<file path="src/rtl/adc_temp_reader_if.sv">
// ADC reader bus: control input, ADC serial lines and the temperature result.
// The slave modport is the reader itself; master is whoever drives/observes it.
interface adc_temp_reader_if;
  logic       start_en;
  logic       sdata;
  logic       sclk;
  logic       cs_n;
  logic [6:0] temp;
  logic       temp_valid;
  logic       frame_err;
  logic       busy;

  modport slave (
    input  start_en, sdata,
    output sclk, cs_n, temp, temp_valid, frame_err, busy
  );

  modport master (
    output start_en, sdata,
    input  sclk, cs_n, temp, temp_valid, frame_err, busy
  );
endinterface

</file>
<file path="src/rtl/adc_temp_reader.sv">
// Periodic 12-bit serial ADC reader producing a 7-bit temperature code.
// Frame: 16 SCLK periods, 4 leading zeros then 12 data bits MSB first.
// Optional feature macro TEMP_AVG_EN: average 4 good samples per temp update.
module adc_temp_reader #(
  parameter int CLK_DIV       = 4,
  parameter int SAMPLE_PERIOD = 100000
) (
  input  logic             clock,
  input  logic             clr,
  adc_temp_reader_if.slave bus_io
);
  localparam int PW = $clog2(SAMPLE_PERIOD);
  localparam int TW = $clog2(CLK_DIV) + 1;
  localparam logic [PW-1:0] PER_LAST  = PW'(SAMPLE_PERIOD - 1);
  localparam logic [TW-1:0] TICK_LAST = TW'(CLK_DIV - 1);

  typedef enum logic [2:0] {IDLE, CS_SETUP, SHIFT, CS_QUIET, UPDATE} state_t;

  state_t        state_q;
  logic [PW-1:0] per_q, per_d;
  logic          trig;
  logic [TW-1:0] tick_q;
  logic          tick_last;
  logic [4:0]    half_q;     // SCLK half-period index within SHIFT
  logic [15:0]   shift_q;
  logic          cs_n_q, sclk_q, tv_q, fe_q;
  logic [6:0]    temp_q;

`ifdef TEMP_AVG_EN
  logic [13:0] sum_q, sum_nx;
  logic [1:0]  cnt_q;
  assign sum_nx = sum_q + {2'b00, shift_q[11:0]};
`else
  // Low data bits are truncated away when not averaging.
  logic unused_lsbs;
  assign unused_lsbs = ^shift_q[4:0];
`endif

  // Period counter next state and trigger; held at zero while disabled.
  always_comb begin
    trig = bus_io.start_en && (per_q == PER_LAST);
    if (!bus_io.start_en || per_q == PER_LAST) per_d = '0;
    else                                       per_d = per_q + 1'b1;
  end

  assign tick_last = (tick_q == TICK_LAST);

  // Sample period counter.
  always_ff @(posedge clock or posedge clr) begin
    if (clr) per_q <= '0;
    else     per_q <= per_d;
  end

  // Conversion FSM: chip select, SCLK generation, shifting and result update.
  always_ff @(posedge clock or posedge clr) begin
    if (clr) begin
      state_q <= IDLE;
      cs_n_q  <= 1'b1;
      sclk_q  <= 1'b1;
      temp_q  <= '0;
      tv_q    <= 1'b0;
      fe_q    <= 1'b0;
      tick_q  <= '0;
      half_q  <= '0;
      shift_q <= '0;
`ifdef TEMP_AVG_EN
      sum_q   <= '0;
      cnt_q   <= '0;
`endif
    end else begin
      tv_q <= 1'b0;
      fe_q <= 1'b0;
      case (state_q)
        IDLE: begin
          // Triggers arriving in any other state are simply ignored.
          if (trig) begin
            state_q <= CS_SETUP;
            cs_n_q  <= 1'b0;
            tick_q  <= '0;
          end
        end
        CS_SETUP: begin
          if (tick_last) begin
            state_q <= SHIFT;
            sclk_q  <= 1'b0;
            tick_q  <= '0;
            half_q  <= '0;
          end else begin
            tick_q <= tick_q + 1'b1;
          end
        end
        SHIFT: begin
          if (tick_last) begin
            tick_q <= '0;
            if (half_q == 5'd31) begin
              // Last high half done: SCLK stays high, release chip select.
              state_q <= CS_QUIET;
              cs_n_q  <= 1'b1;
            end else begin
              half_q <= half_q + 1'b1;
              sclk_q <= ~sclk_q;
              if (!sclk_q) shift_q <= {shift_q[14:0], bus_io.sdata};
            end
          end else begin
            tick_q <= tick_q + 1'b1;
          end
        end
        CS_QUIET: begin
          if (tick_last) begin
            state_q <= UPDATE;
            tick_q  <= '0;
            // Result registered here so the pulse is seen during UPDATE.
            if (shift_q[15:12] != 4'd0) begin
              fe_q <= 1'b1;
            end else begin
`ifdef TEMP_AVG_EN
              if (cnt_q == 2'd3) begin
                temp_q <= sum_nx[13:7];
                tv_q   <= 1'b1;
                sum_q  <= '0;
                cnt_q  <= '0;
              end else begin
                sum_q <= sum_nx;
                cnt_q <= cnt_q + 1'b1;
              end
`else
              temp_q <= shift_q[11:5];
              tv_q   <= 1'b1;
`endif
            end
          end else begin
            tick_q <= tick_q + 1'b1;
          end
        end
        UPDATE:  state_q <= IDLE;
        default: state_q <= IDLE;
      endcase
    end
  end

  assign bus_io.cs_n       = cs_n_q;
  assign bus_io.sclk       = sclk_q;
  assign bus_io.temp       = temp_q;
  assign bus_io.temp_valid = tv_q;
  assign bus_io.frame_err  = fe_q;
  assign bus_io.busy       = (state_q != IDLE);
endmodule
</file>
<file path="src/flat_wrapper.sv">
// flat-port wrapper written by rule: the top's interface ports become plain ports
module adc_temp_reader_flat 
#(
  parameter int CLK_DIV       = 4,
  parameter int SAMPLE_PERIOD = 100000
)
  (clock, clr, bus_io_start_en, bus_io_sdata, bus_io_sclk, bus_io_cs_n, bus_io_temp, bus_io_temp_valid, bus_io_frame_err, bus_io_busy);
  adc_temp_reader_if bus_io_i ();
  input  logic clock;
  input  logic clr;
  input wire logic [$bits(bus_io_i.start_en)-1:0] bus_io_start_en;
  input wire logic [$bits(bus_io_i.sdata)-1:0] bus_io_sdata;
  output wire logic [$bits(bus_io_i.sclk)-1:0] bus_io_sclk;
  output wire logic [$bits(bus_io_i.cs_n)-1:0] bus_io_cs_n;
  output wire logic [$bits(bus_io_i.temp)-1:0] bus_io_temp;
  output wire logic [$bits(bus_io_i.temp_valid)-1:0] bus_io_temp_valid;
  output wire logic [$bits(bus_io_i.frame_err)-1:0] bus_io_frame_err;
  output wire logic [$bits(bus_io_i.busy)-1:0] bus_io_busy;
  assign bus_io_i.start_en = bus_io_start_en;
  assign bus_io_i.sdata = bus_io_sdata;
  assign bus_io_sclk = bus_io_i.sclk;
  assign bus_io_cs_n = bus_io_i.cs_n;
  assign bus_io_temp = bus_io_i.temp;
  assign bus_io_temp_valid = bus_io_i.temp_valid;
  assign bus_io_frame_err = bus_io_i.frame_err;
  assign bus_io_busy = bus_io_i.busy;
  adc_temp_reader #(.CLK_DIV(CLK_DIV), .SAMPLE_PERIOD(SAMPLE_PERIOD)) u_core (.clock(clock), .clr(clr), .bus_io(bus_io_i));
endmodule
</file>
<file path="config.mk">
export PLATFORM = sky130hd
export DESIGN_NAME = adc_temp_reader_flat
export DESIGN_NICKNAME = d
export VERILOG_FILES = /design/src/rtl/adc_temp_reader_if.sv /design/src/rtl/adc_temp_reader.sv /design/src/flat_wrapper.sv
export SDC_FILE = /design/constraint.sdc
export NUM_CORES = 1
export LEC_CHECK = 0
export ABC_CLOCK_PERIOD_IN_PS = 3700
export BUFFER_PORTS_ARGS = -buffer_cell sky130_fd_sc_hd__buf_2
export CORE_ASPECT_RATIO = 0.7
export CORE_MARGIN = 2
export CORE_UTILIZATION = 35
export DETAILED_ROUTE_END_ITERATION = 16
export RECOVER_POWER = 25
export REMOVE_ABC_BUFFERS = 1
export SLEW_MARGIN = 20
export SYNTH_ARGS = -nofsm -noshare
export SYNTH_HDL_FRONTEND = slang
export SYNTH_SLANG_ARGS = --single-unit
export TNS_END_PERCENT = 1
</file>
<file path="constraint.sdc">
create_clock -name clock -period 3.7 [get_ports clock]
set_clock_uncertainty 0.1 [all_clocks]
set_input_delay 0.555 -clock clock [delete_from_list [all_inputs] [get_ports clock]]
set_output_delay 0.555 -clock clock [all_outputs]
set_load 0.05 [all_outputs]
</file>
==> impl_metrics.xml, run 1 <==
<?xml version="1.0" encoding="UTF-8"?>
<metrics>
  <group name="drt">
    <metric name="routed_wirelength" unit="um">4070</metric>
    <metric name="drc_errors" unit="">0</metric>
    <metric name="vias_per_cell" unit="">4.82</metric>
    <metric name="routed_wl_per_cell" unit="um">12.5</metric>
    <metric name="detailedRoute.firstPassIterationCount" unit="">4</metric>
    <metric name="final_antenna_net_count" unit="">0</metric>
    <metric name="vias" unit="">1567</metric>
    <metric name="drt_iter0_drcs" unit="">73</metric>
  </group>
  <group name="placed_design">
    <metric name="port_buffers" unit="">15</metric>
    <metric name="placement.cell_area" unit="um^2">2590</metric>
    <metric name="detailedPlacementHpwl" unit="um">2770</metric>
    <metric name="place_congestion" unit="">0.825</metric>
  </group>
  <group name="cells_and_area">
    <metric name="finalNetCount" unit="">238</metric>
    <metric name="drive_gt1_share" unit="%">22.9</metric>
    <metric name="final_area" unit="um^2">2690</metric>
    <metric name="n_antenna_cell" unit="">0</metric>
    <metric name="final_common_cell" unit="">sky130_fd_sc_hd__dfrtp_1</metric>
    <metric name="layout_common_cells" unit="">sky130_fd_sc_hd__dfrtp_1, sky130_fd_sc_hd__nor2_1, sky130_fd_sc_hd__mux2_2</metric>
    <metric name="area_growth_syn_to_layout" unit="%">11.6</metric>
  </group>
  <group name="logic_synthesis">
    <metric name="postSynthAreaPerCell" unit="um^2">11.4</metric>
    <metric name="yosysWarnings" unit="">0</metric>
    <metric name="ys_types" unit="">35</metric>
    <metric name="synth_seq_cells" unit="">55</metric>
    <metric name="synth-seq-area-share" unit="%">57.1</metric>
    <metric name="syn_area" unit="um^2">2410</metric>
    <metric name="synthesis.instances" unit="">211</metric>
  </group>
  <group name="global_routing">
    <metric name="grt_antenna_before_repair" unit="">0</metric>
    <metric name="global_route.usage.total" unit="%">12.1</metric>
    <metric name="grt_pass1_wl" unit="um">7130</metric>
    <metric name="grt_start_max_net_pins" unit="">40</metric>
    <metric name="via_count_of_the_first_global_routing_pass" unit="">1431</metric>
    <metric name="global_route.overflow_total" unit="">0</metric>
  </group>
  <group name="setup_path">
    <metric name="critical-path-max-stage-delay" unit="ns">0.55</metric>
    <metric name="critical-path-top-delay-family" unit="">simple AND/OR/NAND/NOR gates</metric>
    <metric name="crit_path_cell_trace" unit="">ha_1 &gt; and3_1 &gt; ha_1 &gt; nor2_1 &gt; nand3_1 &gt; mux2_2</metric>
    <metric name="crit_buf_inv" unit="">0</metric>
    <metric name="sort_of_element_at_the_end_of_the_critical_path" unit="">register</metric>
    <metric name="crit_path_frequent_cell" unit="">sky130_fd_sc_hd__ha_1</metric>
    <metric name="critical_path_peak_fanout" unit="">17</metric>
    <metric name="worst_ep_arrival_time" unit="ns">2.54</metric>
    <metric name="start_kind" unit="">register</metric>
    <metric name="ws_path_type" unit="">register to register</metric>
    <metric name="crit_slowest_cell" unit="">sky130_fd_sc_hd__nand3_1</metric>
    <metric name="crit_required" unit="ns">3.78</metric>
  </group>
  <group name="power">
    <metric name="power_leakage" unit="nW">1.26</metric>
    <metric name="pwr_dens" unit="nW/um^2">366</metric>
    <metric name="total_power_of_the_final_layout" unit="uW">985</metric>
    <metric name="irDropWorstVdd" unit="mV">0.263</metric>
  </group>
  <group name="clocking">
    <metric name="clk_transition_reported_paths" unit="ns">0.11</metric>
    <metric name="cts_tree" unit="">done</metric>
    <metric name="cts.htree.levels" unit="">2</metric>
    <metric name="cts_num_sinks" unit="">55</metric>
    <metric name="postCtsResizedCells" unit="">0</metric>
    <metric name="master_cell_of_the_clock_root_buffer" unit="">sky130_fd_sc_hd__clkbuf_8</metric>
    <metric name="ctsHoldBuffers" unit="">0</metric>
    <metric name="clk_latency" unit="ns">0.31</metric>
    <metric name="cts_post_setup_buffers_inserted" unit="">0</metric>
    <metric name="ctsLongestPathBuffers" unit="">2</metric>
    <metric name="tritoncts.num_buffers" unit="">5</metric>
  </group>
  <group name="status">
    <metric name="status" unit="">complete, no violations</metric>
  </group>
  <group name="job">
    <metric name="maxCapViolations" unit="">0</metric>
  </group>
  <group name="floorplanning">
    <metric name="initial_core_utilization" unit="%">35.9</metric>
    <metric name="design.die.area" unit="um^2">7590</metric>
    <metric name="placeableCoreArea" unit="um^2">6730</metric>
    <metric name="floorplan.die.width" unit="um">103</metric>
    <metric name="die_h" unit="um">73.5</metric>
    <metric name="fp-row-count" unit="">25</metric>
    <metric name="boundaryPins" unit="">16</metric>
  </group>
  <group name="timing">
    <metric name="final_max_slew_viol_count" unit="">0</metric>
    <metric name="final_min_period_over_clock_period" unit="%">66.4</metric>
    <metric name="setup_repair_after_global_routing_missed_its_margin" unit="">no</metric>
    <metric name="timing.setup.tns" unit="ns">0</metric>
    <metric name="timing.final.crit_period" unit="ns">2.46</metric>
    <metric name="max_slew.worst_pin.slew" unit="ns">1.44</metric>
    <metric name="final-hold-violation-count" unit="">0</metric>
    <metric name="fmaxAchievable" unit="MHz">407</metric>
    <metric name="max-slew-margin-rel" unit="%">3.90</metric>
    <metric name="setup_viol_count_final" unit="">0</metric>
  </group>
  <group name="worst_hold_path">
    <metric name="holdCritPathClass" unit="">register to register</metric>
  </group>
</metrics>
[Yosys cell counts]
master	n	area share [%]
sky130_fd_sc_hd__xnor2_1	14	5.1
sky130_fd_sc_hd__o211ai_1	1	0.31
sky130_fd_sc_hd__nand4bb_1	2	0.93
sky130_fd_sc_hd__nor3b_1	1	0.31
sky130_fd_sc_hd__nor4_1	9	2.3
sky130_fd_sc_hd__dfstp_2	2	2.2
sky130_fd_sc_hd__nor3_1	4	0.83
sky130_fd_sc_hd__clkbuf_1	2	0.31
sky130_fd_sc_hd__or2_2	1	0.26
sky130_fd_sc_hd__dfrtp_1	53	55
sky130_fd_sc_hd__nand4_1	5	1.3
sky130_fd_sc_hd__nor3b_2	1	0.52
sky130_fd_sc_hd__a31oi_1	1	0.26
sky130_fd_sc_hd__nand2b_1	2	0.52
sky130_fd_sc_hd__inv_1	7	1.1
sky130_fd_sc_hd__or4b_1	1	0.41
sky130_fd_sc_hd__xor2_1	2	0.73
sky130_fd_sc_hd__and4_1	1	0.36
sky130_fd_sc_hd__nand2_1	18	2.8
sky130_fd_sc_hd__a21oi_1	1	0.21
sky130_fd_sc_hd__nor2b_1	4	1.0
sky130_fd_sc_hd__ha_1	4	2.1
sky130_fd_sc_hd__o31ai_1	1	0.31
sky130_fd_sc_hd__or4_4	1	0.47
sky130_fd_sc_hd__and3_1	3	0.78
sky130_fd_sc_hd__o21ai_0	9	1.9
sky130_fd_sc_hd__nand3_1	8	1.7
sky130_fd_sc_hd__nor2_1	24	3.7
sky130_fd_sc_hd__a22oi_1	1	0.31
sky130_fd_sc_hd__buf_2	1	0.21
sky130_fd_sc_hd__nand2_2	1	0.26
sky130_fd_sc_hd__mux2_2	23	11
sky130_fd_sc_hd__buf_4	1	0.31
sky130_fd_sc_hd__a22o_1	1	0.36
sky130_fd_sc_hd__o21ai_1	1	0.21
[power breakdown]
part | total, mW | internal [mW] | switching (mW)
combinational | 0.0238 | 0.00531 | 0.0185
clock | 0.353 | 0.153 | 0.200
sequential | 0.608 | 0.605 | 0.00346
[layout make-up]
type                    instances  area, um^2
clock inverters                 2        16.3
fillers                       675        4030
clock buffers                   6        82.6
inverters                       7        26.3
well taps                      94         118
multi-input cells             145         988
repair buffers                 16        82.6
flip-flops and latches         55        1380
[tightest hold or removal path: stages (launching register included)]
cell and delay (ns):
sky130_fd_sc_hd__dfstp_2 0.39, sky130_fd_sc_hd__inv_1 0.04, sky130_fd_sc_hd__o21ai_1 0.06
[cells by family (layout without fill, tap and decap cells)]
group                      Yosys count  after routing  share of synthesized area [%]
AOI/OAI and AO/OA                   16             16                           3.84
xor gates and xnor gates            16             16                           5.81
adders and majority gates            4              4                           2.07
buffers and inverters               11             31                           1.92
DFF                                 55             55                           57.1
muxes                               23             23                           10.7
and+or+nand+nor                     86             86                           18.5
[final timing paths]
kind                                     from  slack (ns)                  to  depth (start not counted)
setup reg to reg             u_core.half_q[0]        1.24   u_core.shift_q[2]                          6
max in group asynchronous                 clr        1.91  u_core.bus_io.sclk                          3
hold reg to reg            u_core.bus_io.cs_n        0.38  u_core.bus_io.cs_n                          2
min in group asynchronous                 clr        0.55    u_core.per_q[10]                          2
setup / recovery             u_core.half_q[0]        1.24   u_core.shift_q[2]                          6
hold / removal             u_core.bus_io.cs_n        0.38  u_core.bus_io.cs_n                          2
[routing by layer]
metal | vias up | global-route usage, % | wire, um
li1 | 774 | - | -
met1 | 758 | 18.8 | 2220
met2 | 31 | 17.0 | 1650
met3 | 4 | 3.24 | 176
met4 | 0 | 2.19 | 25
met5 | - | 0 | 0
[per-stage QoR]
step           hold slack [ns]  utilization [%]  setup WS, ns  cells
2_1_floorplan            0.354                -          1.53    207
5_1_grt                  0.387             40.0         0.970    325
3_5_place_dp             0.366             38.6          1.25    317
4_1_cts                  0.329             40.0          1.21    325
3_3_place_gp             0.368             38.6          1.27    317
6_report                 0.380             40.0          1.24    325
[flip-flops by register name, indices dropped and copies added (netlist names)]
signal and cells:
u_core.bus_io.temp_valid 1, u_core.bus_io.cs_n 1, u_core.bus_io.sclk 1, u_core.per_q 17, u_core.bus_io.temp 7, u_core.state_q 3
u_core.shift_q 16, u_core.tick_q 3, u_core.bus_io.frame_err 1, u_core.half_q 5
Power figures use the tool's default switching activity.
==> inputs of run 2 (changes only) <==
--- a/config.mk
+++ b/config.mk
@@ -5,7 +5,8 @@
 export SDC_FILE = /design/constraint.sdc
 export NUM_CORES = 1
 export LEC_CHECK = 0
-export ABC_CLOCK_PERIOD_IN_PS = 3700
+export ABC_AREA = 1
+export ABC_CLOCK_PERIOD_IN_PS = 2050
 export BUFFER_PORTS_ARGS = -buffer_cell sky130_fd_sc_hd__buf_2
 export CORE_ASPECT_RATIO = 0.7
 export CORE_MARGIN = 2
==> constraint.sdc (replaced) <==
create_clock -name clock -period 2.05 [get_ports clock]
set_clock_uncertainty 0.1 [all_clocks]
set_input_delay 0.3075 -clock clock [delete_from_list [all_inputs] [get_ports clock]]
set_output_delay 0.3075 -clock clock [all_outputs]
set_load 0.05 [all_outputs]
==> run 2 against run 1 <==
- critical path type unchanged
- largest cell class unchanged
- critical path depth up 4
- clock power increased by 78%
- via count is 21% higher
- global-route usage up 0.88 points
==> impl_metrics.xml, run 2 <==
<?xml version="1.0" encoding="UTF-8"?>
<metrics>
  <group name="logic_synthesis">
    <metric name="synth_enable_flop_cells" unit="">0</metric>
    <metric name="yosysWarnings" unit="">0</metric>
    <metric name="ys_types" unit="">26</metric>
    <metric name="syn_area" unit="um^2">2560</metric>
    <metric name="ranking_of_synthesized_cells_by_instance_count" unit="">sky130_fd_sc_hd__nand2_1, sky130_fd_sc_hd__dfrtp_1, sky130_fd_sc_hd__inv_1</metric>
    <metric name="synth.top_cells.by_area" unit="">sky130_fd_sc_hd__dfrtp_1, sky130_fd_sc_hd__nand2_1, sky130_fd_sc_hd__inv_1</metric>
    <metric name="synth_top_area_share" unit="%">51.8</metric>
    <metric name="postSynthAreaPerCell" unit="um^2">8.74</metric>
    <metric name="synth_top_flop_cell" unit="">sky130_fd_sc_hd__dfrtp_1</metric>
    <metric name="synth_seq_cells" unit="">55</metric>
    <metric name="yosys.cell_count.top_type" unit="">sky130_fd_sc_hd__nand2_1</metric>
    <metric name="synthesis.instances" unit="">293</metric>
    <metric name="synth-seq-area-share" unit="%">53.8</metric>
    <metric name="synth_area_leader_cell" unit="">sky130_fd_sc_hd__dfrtp_1</metric>
    <metric name="asyncSetResetFlopFracSynth" unit="%">100</metric>
  </group>
  <group name="global_routing">
    <metric name="grt_start_max_net_pins" unit="">25</metric>
    <metric name="via_count_of_the_first_global_routing_pass" unit="">1803</metric>
    <metric name="global_route.overflow_total" unit="">0</metric>
    <metric name="global_route.usage.total" unit="%">13.0</metric>
    <metric name="grt_pass1_wl" unit="um">8220</metric>
    <metric name="grt_antenna_before_repair" unit="">0</metric>
  </group>
  <group name="cells_and_area">
    <metric name="final_area" unit="um^2">2860</metric>
    <metric name="drive_gt1_share" unit="%">13.9</metric>
    <metric name="largest_register" unit="">u_core.per_q</metric>
    <metric name="final_common_cell" unit="">sky130_fd_sc_hd__nand2_1</metric>
    <metric name="area_growth_syn_to_layout" unit="%">11.6</metric>
    <metric name="finalNetCount" unit="">324</metric>
    <metric name="largest_reg_flops" unit="">17</metric>
    <metric name="layout_common_cells" unit="">sky130_fd_sc_hd__nand2_1, sky130_fd_sc_hd__dfrtp_1, sky130_fd_sc_hd__inv_1</metric>
    <metric name="n_antenna_cell" unit="">0</metric>
  </group>
  <group name="floorplanning">
    <metric name="boundaryPins" unit="">16</metric>
    <metric name="fp-row-count" unit="">26</metric>
    <metric name="design.die.area" unit="um^2">8030</metric>
    <metric name="floorplan.die.width" unit="um">106</metric>
    <metric name="placeableCoreArea" unit="um^2">7190</metric>
    <metric name="die_h" unit="um">75.6</metric>
    <metric name="initial_core_utilization" unit="%">35.6</metric>
  </group>
  <group name="placed_design">
    <metric name="placement.cell_area" unit="um^2">2760</metric>
    <metric name="place_congestion" unit="">0.806</metric>
    <metric name="detailedPlacementHpwl" unit="um">3310</metric>
    <metric name="port_buffers" unit="">15</metric>
  </group>
  <group name="power">
    <metric name="netSwitchingFraction" unit="%">21.8</metric>
    <metric name="irDropWorstVdd" unit="mV">0.347</metric>
    <metric name="power_frac_clock" unit="%">35.6</metric>
    <metric name="power.share.sequential" unit="%">62.0</metric>
    <metric name="pwr_dens" unit="nW/um^2">616</metric>
    <metric name="power.net_switching" unit="uW">385</metric>
    <metric name="power_leakage" unit="nW">1.36</metric>
    <metric name="cellInternalPower" unit="mW">1.38</metric>
    <metric name="power.combinational.fraction" unit="%">2.4</metric>
  </group>
  <group name="clocking">
    <metric name="cts_post_setup_buffers_inserted" unit="">0</metric>
    <metric name="cts.htree.levels" unit="">2</metric>
    <metric name="master_cell_of_the_clock_root_buffer" unit="">sky130_fd_sc_hd__clkbuf_8</metric>
    <metric name="clk_transition_reported_paths" unit="ns">0.10</metric>
    <metric name="tritoncts.num_buffers" unit="">5</metric>
    <metric name="cts_num_sinks" unit="">55</metric>
    <metric name="ctsLongestPathBuffers" unit="">2</metric>
    <metric name="cts_tree" unit="">done</metric>
    <metric name="clk_latency" unit="ns">0.30</metric>
  </group>
  <group name="drt">
    <metric name="vias" unit="">1897</metric>
    <metric name="drc_errors" unit="">0</metric>
    <metric name="vias_per_cell" unit="">4.57</metric>
    <metric name="met2RoutedLength" unit="um">1950</metric>
    <metric name="routed_wl_per_cell" unit="um">11.0</metric>
    <metric name="met1_length" unit="um">2410</metric>
    <metric name="drt_iter0_drcs" unit="">70</metric>
    <metric name="final_antenna_net_count" unit="">0</metric>
    <metric name="detailedRoute.firstPassIterationCount" unit="">4</metric>
    <metric name="detailroute.wirelength.met3" unit="um">162</metric>
    <metric name="highest_routed_layer" unit="">met4</metric>
    <metric name="routed_wirelength" unit="um">4570</metric>
  </group>
  <group name="timing">
    <metric name="max_slew.worst_pin.slew" unit="ns">0.833</metric>
    <metric name="final-hold-violation-count" unit="">0</metric>
    <metric name="max-slew-margin-rel" unit="%">44.4</metric>
    <metric name="setup_viol_count_final" unit="">0</metric>
    <metric name="timing.setup.tns" unit="ns">0</metric>
    <metric name="fmaxAchievable" unit="MHz">549</metric>
    <metric name="timing.final.crit_period" unit="ns">1.82</metric>
    <metric name="final_max_slew_viol_count" unit="">0</metric>
    <metric name="final_min_period_over_clock_period" unit="%">88.9</metric>
    <metric name="setup_repair_after_global_routing_missed_its_margin" unit="">no</metric>
  </group>
  <group name="worst_hold_path">
    <metric name="holdCritPathClass" unit="">input pin to register</metric>
  </group>
  <group name="job">
    <metric name="maxCapViolations" unit="">0</metric>
  </group>
  <group name="setup_path">
    <metric name="crit_required" unit="ns">2.17</metric>
    <metric name="setup.reg_to_reg.worst_slack" unit="ns">0.23</metric>
    <metric name="crit_buf_inv" unit="">2</metric>
    <metric name="start_kind" unit="">register</metric>
    <metric name="worst_ep_arrival_time" unit="ns">1.94</metric>
    <metric name="ws_path_type" unit="">register to register</metric>
    <metric name="sort_of_element_at_the_end_of_the_critical_path" unit="">register</metric>
    <metric name="critical_path_peak_fanout" unit="">22</metric>
    <metric name="crit_path_cell_trace" unit="">ha_1 &gt; nand2_1 &gt; nor2_1 &gt; ha_1 &gt; inv_1 &gt; nand2_4 &gt; nor3_4 &gt; buf_12 &gt; nand2_1 &gt; o21ai_0</metric>
    <metric name="crit_slowest_cell" unit="">sky130_fd_sc_hd__dfrtp_1</metric>
    <metric name="critical-path-max-stage-delay" unit="ns">0.42</metric>
    <metric name="critical-path-top-delay-family" unit="">simple AND/OR/NAND/NOR gates</metric>
  </group>
  <group name="status">
    <metric name="status" unit="">complete, no violations</metric>
  </group>
</metrics>
## run 2: changes by cell type after synthesis, moves of 8 or more
cell and change:
sky130_fd_sc_hd__inv_1 +27, sky130_fd_sc_hd__o21ai_2 +8, sky130_fd_sc_hd__nor3_1 +8, sky130_fd_sc_hd__nand2_1 +68, sky130_fd_sc_hd__nor4_1 -8, sky130_fd_sc_hd__mux2_2 -23, sky130_fd_sc_hd__xnor2_1 -14
## run 2: final cells by class
class / count / area (um^2)
clock inverter: 1 / 8.76
multi-input combinational: 197 / 997
inverter: 36 / 135
fill: 748 / 4330
tap: 98 / 123
clock buffer: 7 / 86.3
timing repair buffer: 21 / 130
sequential: 55 / 1380
## run 2: logic make-up (layout without fill, tap and decap cells)
group,after synthesis,in the layout,share of synthesized area (%)
xor+xnor,6,6,2.05
buf+inv,41,65,7.33
compound gates,28,28,6.74
fa+ha+maj,4,4,1.95
flops,55,55,53.8
simple gates,158,158,27.7
mux,1,1,0.391
## run 2: through the flow
stage	cells	power, mW	hold WS, ns	setup WS, ns	util [%]
global placement	406	1.16	0.243	0.262	38.3
CTS	415	1.80	0.0933	0.189	39.8
detailed placement	406	1.16	0.251	0.210	38.3
floorplan	288	1.14	0.324	0.00933	-
global route	415	1.84	0.102	0.0325	39.8
finish	415	1.76	0.101	0.228	39.8
## run 2: metal layers
| layer | up-vias | track usage [%] |
|---|---|---|
| met2 | 29 | 19.9 |
| met5 | - | 0 |
| met3 | 5 | 3.08 |
| met4 | 0 | 3.51 |
| li1 | 972 | - |
| met1 | 891 | 18.7 |
## run 2: worst paths after layout
check | start | endpoint | depth (start not counted)
max in group asynchronous | clr | u_core.per_q[7] | 4
min in group asynchronous | clr | u_core.bus_io.temp[1] | 3
max | u_core.half_q[0] | u_core.shift_q[6] | 10
min reg2reg | u_core.bus_io.cs_n | u_core.bus_io.cs_n | 2
max reg2reg | u_core.half_q[0] | u_core.shift_q[6] | 10
min | bus_io_sdata | u_core.shift_q[0] | 3
## run 2: worst min-delay path: cells and delay by family
family | cells | cell delay, ns
buf+inv | 1 | 0.07
simple gates | 2 | 0.09
## run 2: power by group through the flow
stage	Sequential [mW]	Clock [mW]	Combinational [mW]
finish	1.09	0.627	0.0426
global route	1.09	0.698	0.0520
CTS	1.09	0.659	0.0462
detailed placement	1.11	0	0.0445
global placement	1.11	0	0.0434
floorplan	1.11	0	0.0262
## run 2: timing repair
item,CTS,global route
hold buffers,1,0
resized for setup,0,1
setup endpoints to repair,0,3
hold endpoints to repair,18,0
